### src/rtl/muldiv_pkg.sv
// Shared constants for the multiply/divide sequencer: ALU op codes,
// FSM state encoding and the final iteration index.
package muldiv_pkg;

   localparam logic [2:0] ALU_AND = 3'b000;
   localparam logic [2:0] ALU_ADD = 3'b010;
   localparam logic [2:0] ALU_SUB = 3'b110;

   localparam int ITER_LAST = 31;

   typedef enum logic [1:0] {
      S_IDLE = 2'd0,
      S_MUL  = 2'd1,
      S_DIV  = 2'd2,
      S_DONE = 2'd3
   } state_t;

endpackage

### src/rtl/muldiv_msb_flags.sv
// Recovers the 33rd bit of an ADD (carry) or SUB (borrow) from the operand
// and result MSBs, since the shared ALU exposes no carry-out.
module muldiv_msb_flags (
   input  logic a31,
   input  logic b31,
   input  logic res31,
   output logic carry,
   output logic borrow
);

   assign carry  = (a31 & b31) | ((a31 | b31) & ~res31);
   assign borrow = (~a31 & b31) | ((~a31 | b31) & res31);

endmodule

### src/rtl/muldiv_seq.sv
// Multi-cycle unsigned 32x32 multiply / 32/32 divide sequencer that borrows
// the EX-stage ALU for its one add or subtract per cycle.
module muldiv_seq
   import muldiv_pkg::*;
#(
   parameter int XLEN  = 32,
   parameter int CNT_W = 6
) (
   input  logic            clk,
   input  logic            rst_n,
   input  logic            start,
   input  logic            op_div,
   input  logic [XLEN-1:0] a,
   input  logic [XLEN-1:0] b,
   output logic            busy,
   output logic            done,
   output logic            div_zero,
   output logic [XLEN-1:0] hi,
   output logic [XLEN-1:0] lo,
   output logic [XLEN-1:0] alu_a,
   output logic [XLEN-1:0] alu_b,
   output logic [2:0]      alu_op,
   input  logic [XLEN-1:0] alu_res
);

   state_t            state;
   state_t            state_nxt;
   logic [CNT_W-1:0]  cnt;
   logic [XLEN-1:0]   mcand;
   logic [XLEN-1:0]   divisor;
   logic [XLEN:0]     rem33;
   logic [XLEN:0]     s33;
   logic              carry;
   logic              borrow;
   logic              ge;
   logic              last_iter;

   assign s33       = {rem33[XLEN-1:0], lo[XLEN-1]};
   assign last_iter = (cnt == CNT_W'(ITER_LAST));
   // A shifted remainder with bit 32 set always exceeds a 32-bit divisor.
   assign ge        = s33[XLEN] | ~borrow;

   muldiv_msb_flags u_flags (
      .a31    (alu_a[XLEN-1]),
      .b31    (alu_b[XLEN-1]),
      .res31  (alu_res[XLEN-1]),
      .carry  (carry),
      .borrow (borrow)
   );

   always_ff @(posedge clk or negedge rst_n) begin
      if (!rst_n) begin
         state <= S_IDLE;
      end else begin
         state <= state_nxt;
      end
   end

   always_comb begin
      state_nxt = state;
      case (state)
         S_IDLE: begin
            if (start) begin
               if (op_div && (b == '0)) begin
                  state_nxt = S_DONE;
               end else if (op_div) begin
                  state_nxt = S_DIV;
               end else begin
                  state_nxt = S_MUL;
               end
            end
         end
         S_MUL, S_DIV: begin
            if (last_iter) begin
               state_nxt = S_DONE;
            end
         end
         S_DONE:  state_nxt = S_IDLE;
         default: state_nxt = S_IDLE;
      endcase
   end

   always_comb begin
      alu_a  = '0;
      alu_b  = '0;
      alu_op = ALU_AND;
      busy   = 1'b0;
      done   = 1'b0;
      case (state)
         S_MUL: begin
            alu_a  = hi;
            alu_b  = mcand;
            alu_op = ALU_ADD;
            busy   = 1'b1;
         end
         S_DIV: begin
            alu_a  = s33[XLEN-1:0];
            alu_b  = divisor;
            alu_op = ALU_SUB;
            busy   = 1'b1;
         end
         S_DONE:  done = 1'b1;
         default: ;
      endcase
   end

   always_ff @(posedge clk or negedge rst_n) begin
      if (!rst_n) begin
         cnt      <= '0;
         hi       <= '0;
         lo       <= '0;
         mcand    <= '0;
         divisor  <= '0;
         rem33    <= '0;
         div_zero <= 1'b0;
      end else begin
         case (state)
            S_IDLE: begin
               if (start) begin
                  cnt      <= '0;
                  div_zero <= 1'b0;
                  if (op_div && (b == '0)) begin
                     div_zero <= 1'b1;
                     hi       <= a;
                     lo       <= '1;
                  end else if (!op_div) begin
                     hi    <= '0;
                     lo    <= b;
                     mcand <= a;
                  end else begin
                     rem33   <= '0;
                     hi      <= '0;
                     lo      <= a;
                     divisor <= b;
                  end
               end
            end
            S_MUL: begin
               cnt <= cnt + 1'b1;
               // Multiplier bits retire from lo[0] while product bits fill lo[31].
               if (lo[0]) begin
                  hi <= {carry, alu_res[XLEN-1:1]};
                  lo <= {alu_res[0], lo[XLEN-1:1]};
               end else begin
                  hi <= {1'b0, hi[XLEN-1:1]};
                  lo <= {hi[0], lo[XLEN-1:1]};
               end
            end
            S_DIV: begin
               cnt <= cnt + 1'b1;
               if (ge) begin
                  rem33 <= {1'b0, alu_res};
                  hi    <= alu_res;
                  lo    <= {lo[XLEN-2:0], 1'b1};
               end else begin
                  rem33 <= s33;
                  hi    <= s33[XLEN-1:0];
                  lo    <= {lo[XLEN-2:0], 1'b0};
               end
            end
            default: ;
         endcase
      end
   end

endmodule
### config.mk
export PLATFORM = sky130hd
export DESIGN_NAME = muldiv_seq
export DESIGN_NICKNAME = d
export VERILOG_FILES = /design/src/rtl/muldiv_pkg.sv /design/src/rtl/muldiv_msb_flags.sv /design/src/rtl/muldiv_seq.sv
export SDC_FILE = /design/constraint.sdc
export NUM_CORES = 1
export LEC_CHECK = 0
export CAP_MARGIN = 20
export CORE_AREA = 2 2 209 160
export CTS_BUF_LIST = sky130_fd_sc_hd__clkbuf_8
export CTS_CLUSTER_SIZE = 16
export DETAILED_ROUTE_END_ITERATION = 12
export DIE_AREA = 0 0 211 162
export GPL_TIMING_DRIVEN = 1
export PLACE_DENSITY_LB_ADDON = 0.08
export SLEW_MARGIN = 20
export SYNTH_ARGS = -nofsm -noshare
export SYNTH_HDL_FRONTEND = slang
export SYNTH_SLANG_ARGS = --single-unit
### constraint.sdc
create_clock -name clk -period 2.9 [get_ports clk]
set_clock_uncertainty 0.1 [all_clocks]
set_input_delay 0.435 -clock clk [delete_from_list [all_inputs] [get_ports clk]]
set_output_delay 0.435 -clock clk [all_outputs]
set_load 0.02 [all_outputs]
Word level (Yosys, flattened, before mapping)
Index checks and enable logic that the tools add are counted.
{ "op_classes": {"n_addsub": 1, "n_eq_ne": 8, "n_mux": 29, "n_bitwise": 14, "reduce_logical": 14} }
{ "ops": {"columns": ["cell", "count"], "rows": [
  ["two-way mux 32 bit", 12],
  ["case mux 32 bit (2 select lines)", 3],
  ["case mux 32 bit (3 select lines)", 2],
  ["logical NOT 32 bit", 1],
  ["case mux 6 bit (2 select lines)", 1],
  ["AND reduction 4 bit", 3],
  ["two-way mux 2 bit", 4],
  ["AND reduction 2 bit", 4],
  ["adder 6 x 1 -> 6 bit, second input constant", 1],
  ["== test 6 x 5 -> 1 bit, second input constant", 1],
  ["two-way mux 6 bit", 1],
  ["!= test 2 bit, second input constant", 3],
  ["case mux 2 bit (3 select lines)", 1],
  ["case mux 3 bit (2 select lines)", 1],
  ["NOT 1 bit", 5],
  ["bitwise OR 1 bit", 5],
  ["AND 1 bit", 4],
  ["== test 2 bit, second input constant", 2],
  ["two-way mux 1 bit", 4],
  ["nonzero test 2 bit", 2],
  ["nonzero test 3 bit", 1],
  ["== test 2 x 1 -> 1 bit, second input constant", 1],
  ["logical NOT 2 bit", 1],
  ["!= test 2 x 1 -> 1 bit, second input constant", 1],
  ["2 further kinds", 2]
]} }
{ "word_totals": {"reg_bits": 169, "inputBits": 100, "out_inout_bits": 134, "elab_cells": 74} }

Logic depth before layout (Yosys ltp)
{ "logic_depth": {"ltp_word": 10, "mapped_depth": 10, "ltp_nobuf": 7} }

Hierarchy
A second synthesis with hierarchy kept.
{ "hier_totals": {"hier_cells": 951, "area_unflattened_um2": 9816.9} }
{ "modules_own_cells": {"columns": ["mod", "n_inst", "cells_each", "area_each_um2", "seq_area_each_um2"], "rows": [
  ["muldiv_seq", 1, 947, 9786.9, 4229.1],
  ["muldiv_msb_flags", 1, 4, 30.0, 0.0]
]} }

Worst setup path after synthesis
No wires, ideal clock.
{ "synth_timing": {"path_type": "reg-to-output", "startpoint": "reg state[0]", "endpoint": "out alu_b[31]", "arrival_ps": 2114, "required_ps": 2365, "setup_slack_ps": 251, "stages_incl_launch_ff": 10, "path_buffers": 5, "cell_sequence": "dfrtp_1 > inv_1 > ha_1 > clkbuf_1 > inv_2 > buf_2 > clkbuf_1 > buf_1 > nor2_1 > buf_4"} }
{ "synth_between": {"elab_chain_cells": 2, "elab_cells_between_ends": 3, "classes_between": "2 x eq/ne; 1 x mux"} }
{ "synth_lines": {"columns": ["element", "line", "rtl"], "rows": [
  ["start: declaration", "muldiv_seq.sv:26", "state_t state;"],
  ["start signal: assignment", "muldiv_seq.sv:55", "state <= state_nxt;"],
  ["== test 2 bit / == test 2 x 1 -> 1 bit (equally long branches)", "muldiv_seq.sv:89", "case (state)"],
  ["case mux 32 bit (2 select lines) *", "muldiv_seq.sv:89", null],
  ["end: declaration", "muldiv_seq.sv:21", "output logic [XLEN-1:0] alu_b,"]
]} }
Every way passes the cells marked *; elsewhere a longest branch is shown, timed or not.

Worst setup path after layout
{ "layout_timing": {"startpoint": "reg state[0]", "endpoint": "out alu_a[2]"} }
{ "layout_between": {"elab_chain_cells": 2, "elab_cells_between_ends": 3, "classes_between": "2 x eq/ne; 1 x mux"} }
{ "layout_lines": {"columns": ["element", "line", "rtl"], "rows": [
  ["== test 2 bit / == test 2 x 1 -> 1 bit (equally long branches)", "muldiv_seq.sv:89", null],
  ["case mux 32 bit (2 select lines) *", "muldiv_seq.sv:89", null],
  ["end: declaration", "muldiv_seq.sv:20", "output logic [XLEN-1:0] alu_a,"]
]} }
Marks and branches as above.

==> run summary <==
Outcome -> complete, no violations
Nets@finish -> 1361
Dpl cell area -> 13300 um2
Crit path capture type -> output pin
Placed insts -> 1642
Flop pwr share -> 26.9%
Syn_area_per_cell -> 9.85 um2
Synth Area in Adders -> 0.960%
Routed WL -> 37.4 mm
Peak Freq -> 365 MHz
RSZ-0062 raised after global routing -> no
CTS clock-pin slew for the worst setup and hold paths -> 0.11 ns
Avg Vias per Cell -> 5.31
Global route overflow -> 0
Static Leakage -> 5.66 nW
Top cell type's share of synthesized area -> 41.6%
Largest family of logic cells by synthesized area -> compound AO/OA/AOI/OAI gates
Post-synthesis mux area share -> 18.7%
Net Sw Frac -> 46.9%
CP Class -> reg2out
Setup Viol. Count Final -> 0
Placeable Area -> 32000 um2
Root Buffer -> clkbuf_8
# rows -> 57
Worst-Margin Slew -> 0.744 ns
Worst-path fanout max -> 22
First drt pass iteration count -> 5
Iter 0 DRT Violations -> 617
Fillers -> 3149
H-tree depth -> 4
Final Hold Fails -> 0
Hold Slack -> 0.317 ns
Final core utilization -> 42.8%
Net Switching -> 0.00798 W
EDFF count, synth -> 0
Most area-hungry cell type in the Yosys netlist -> dfrtp_1
Layout cells sized above 1 -> 21.6%
Yosys cell types -> 50
DRC -> 0
Hold WC Path Type -> in2async
Commonest non-fill, non-tap cells in the layout -> nand2_1, dfrtp_1, clkdlybuf4s50_1, nor2_1, a21oi_1
Async set-or-reset flop fraction in the synthesized netlist -> 100%
P&R area growth vs syn -> 34.7%
GR Util All Layers -> 22.1%
Post-synthesis register bit count -> 169
Clock Path Buffers -> 2
Initial antenna violation count -> 1
Period utilization -> 94.5%
Routed vias -> 8916
Die X -> 211 um
Min Tclk post-route -> 2.74 ns
Worst Path Arrival -> 2.20 ns
Boundary Pins -> 234
First-pass GRT wire length -> 57.0 mm
Worst VDD drop -> 0.833 mV
Maxcap violations -> 0
XOR/XNOR share of the synthesized area -> 0%
Headroom to the max-slew limit -> 50.4%
Ys flop type -> dfrtp_1
Number of global-route vias before repair -> 9054
Yosys warnings -> 0
Comb power frac -> 63.0%
Share of the yosys chip area belonging to registers -> 41.6%
Routed Antenna Nets -> 0
Initial Utilization -> 31.8%
Power Internal -> 0.00905 W
WL/cell -> 22.3 um
Final non-filler cell area -> 13700 um2
CTS buffer count -> 17
Die area -> 34200 um2
Crit path launch type -> register
Mapped Area -> 10200 um2
Power per Cell Area -> 1240 nW/um2
Worst skew pair latency -> 0.47 ns
Area contributors post-synth -> dfrtp_1, mux2_2, nand2_1
Die height -> 162 um
CP required -> 2.37 ns
Largest net degree at the start of global routing -> 64
Clk sink count -> 169
Port bufs -> 232
Clock power share -> 10.1%
Post-route insts no fill -> 1680
Final Max Slew Viols -> 0
Post-Syn Instances -> 1032
Placer Congestion -> 0.786
Mapped Nets -> 1139
DP Wirelength -> 26.3 mm
CTS tree -> done
Compound-gate portion of the synthesized area -> 19.4%
Synth Area in Simple Gates -> 13.8%
cell families (layout without fill, tap and decap cells):
family | count (synthesis) | in the layout
AO/OA/AOI/OAI | 244 | 244
adder cells (fa/ha/maj) | 8 | 8
buffers and inverters | 129 | 363
flip-flops | 169 | 169
multiplexers | 163 | 163
other | 1 | 2
AND/OR/NAND/NOR | 318 | 318
worst max-delay path, cell delays in order (launching register included):
cell             delay (ns)
dfrtp_1                0.39
inv_1                  0.15
ha_4                   0.21
buf_4                  0.16
buf_12                 0.16
nand2_1                0.09
a21oi_1                0.23
clkdlybuf4s15_1        0.34
sequential cells by signal (all words and copies together), names as in the netlist:
register and flops:
lo 32, rem33 32, div_zero 1, state 2, divisor 32, hi 32, cnt 6, mcand 32
layer usage:
metal	track usage (%)	wire (um)
met1	33.1	18700
met2	33.0	16500
met3	4.10	1890
met4	4.45	381
met5	0	13
synthesized netlist by cell type, types with 16 or more instances:
master and instances:
dfrtp_1 169, nand2_1 168, nor2_1 97, a21oi_1 81, mux2_2 65, clkbuf_1 52
inv_1 36, mux2_1 35, mux2i_1 34, a221oi_1 33, a22oi_1 32, a221oi_2 29
mux2_4 29, o21ai_0 22, nor3_1 19, buf_2 16
through the flow:
| step | TNS (ns) | worst slack [ns] | total power (W) |
|---|---|---|---|
| after floorplan | 0 | 0.251 | 0.0112 |
| after global placement | -4.86 | -0.125 | 0.0154 |
| after detailed placement | -6.72 | -0.120 | 0.0155 |
| after CTS | 0 | 0.00230 | 0.0171 |
| after global routing | 0 | 0.00262 | 0.0182 |
| final | 0 | 0.161 | 0.0170 |
final timing paths:
kind                             start  cells past startpoint  slack (ns)           to
max                           state[0]                      7        0.16     alu_a[2]
min reg2reg                divisor[16]                      1        0.40  divisor[16]
max reg2reg                   state[0]                      9        0.27        hi[1]
max in group asynchronous        rst_n                      3        1.61     rem33[2]
min in group clk           divisor[16]                      1        0.40  divisor[16]
min                              rst_n                      2        0.32       hi[24]
power groups by stage:
stage                     sequential, W  combinational [W]  clock [W]
after CTS                       0.00457             0.0108    0.00178
after floorplan                 0.00482            0.00642          0
after detailed placement        0.00462             0.0109          0
after global routing            0.00475             0.0116    0.00187
final                           0.00457             0.0107    0.00172
after global placement          0.00463             0.0108          0
cell type report:
type                            instances  area [um2]  area share, %
Tap cell                              413         517           3.77
Timing Repair Buffer                  295        2970           21.6
Clock buffer                           19         262           1.91
Multi-Input combinational cell        734        5460           39.9
Antenna cell                            1        2.50         0.0183
Sequential cell                       169        4230           30.9
Inverter                               37         140           1.02
Clock inverter                         12         118          0.859
what timing repair did:
action                                 4_1_cts  5_1_grt
buffers inserted                             4        0
endpoints found under the hold margin       25        0
gates cloned                                 0        0
gates resized for setup                     72        8
pin swaps                                    1        0
setup endpoints to repair                   89        7
hold buffers                                 1        0
Power figures use the tool's default switching activity.
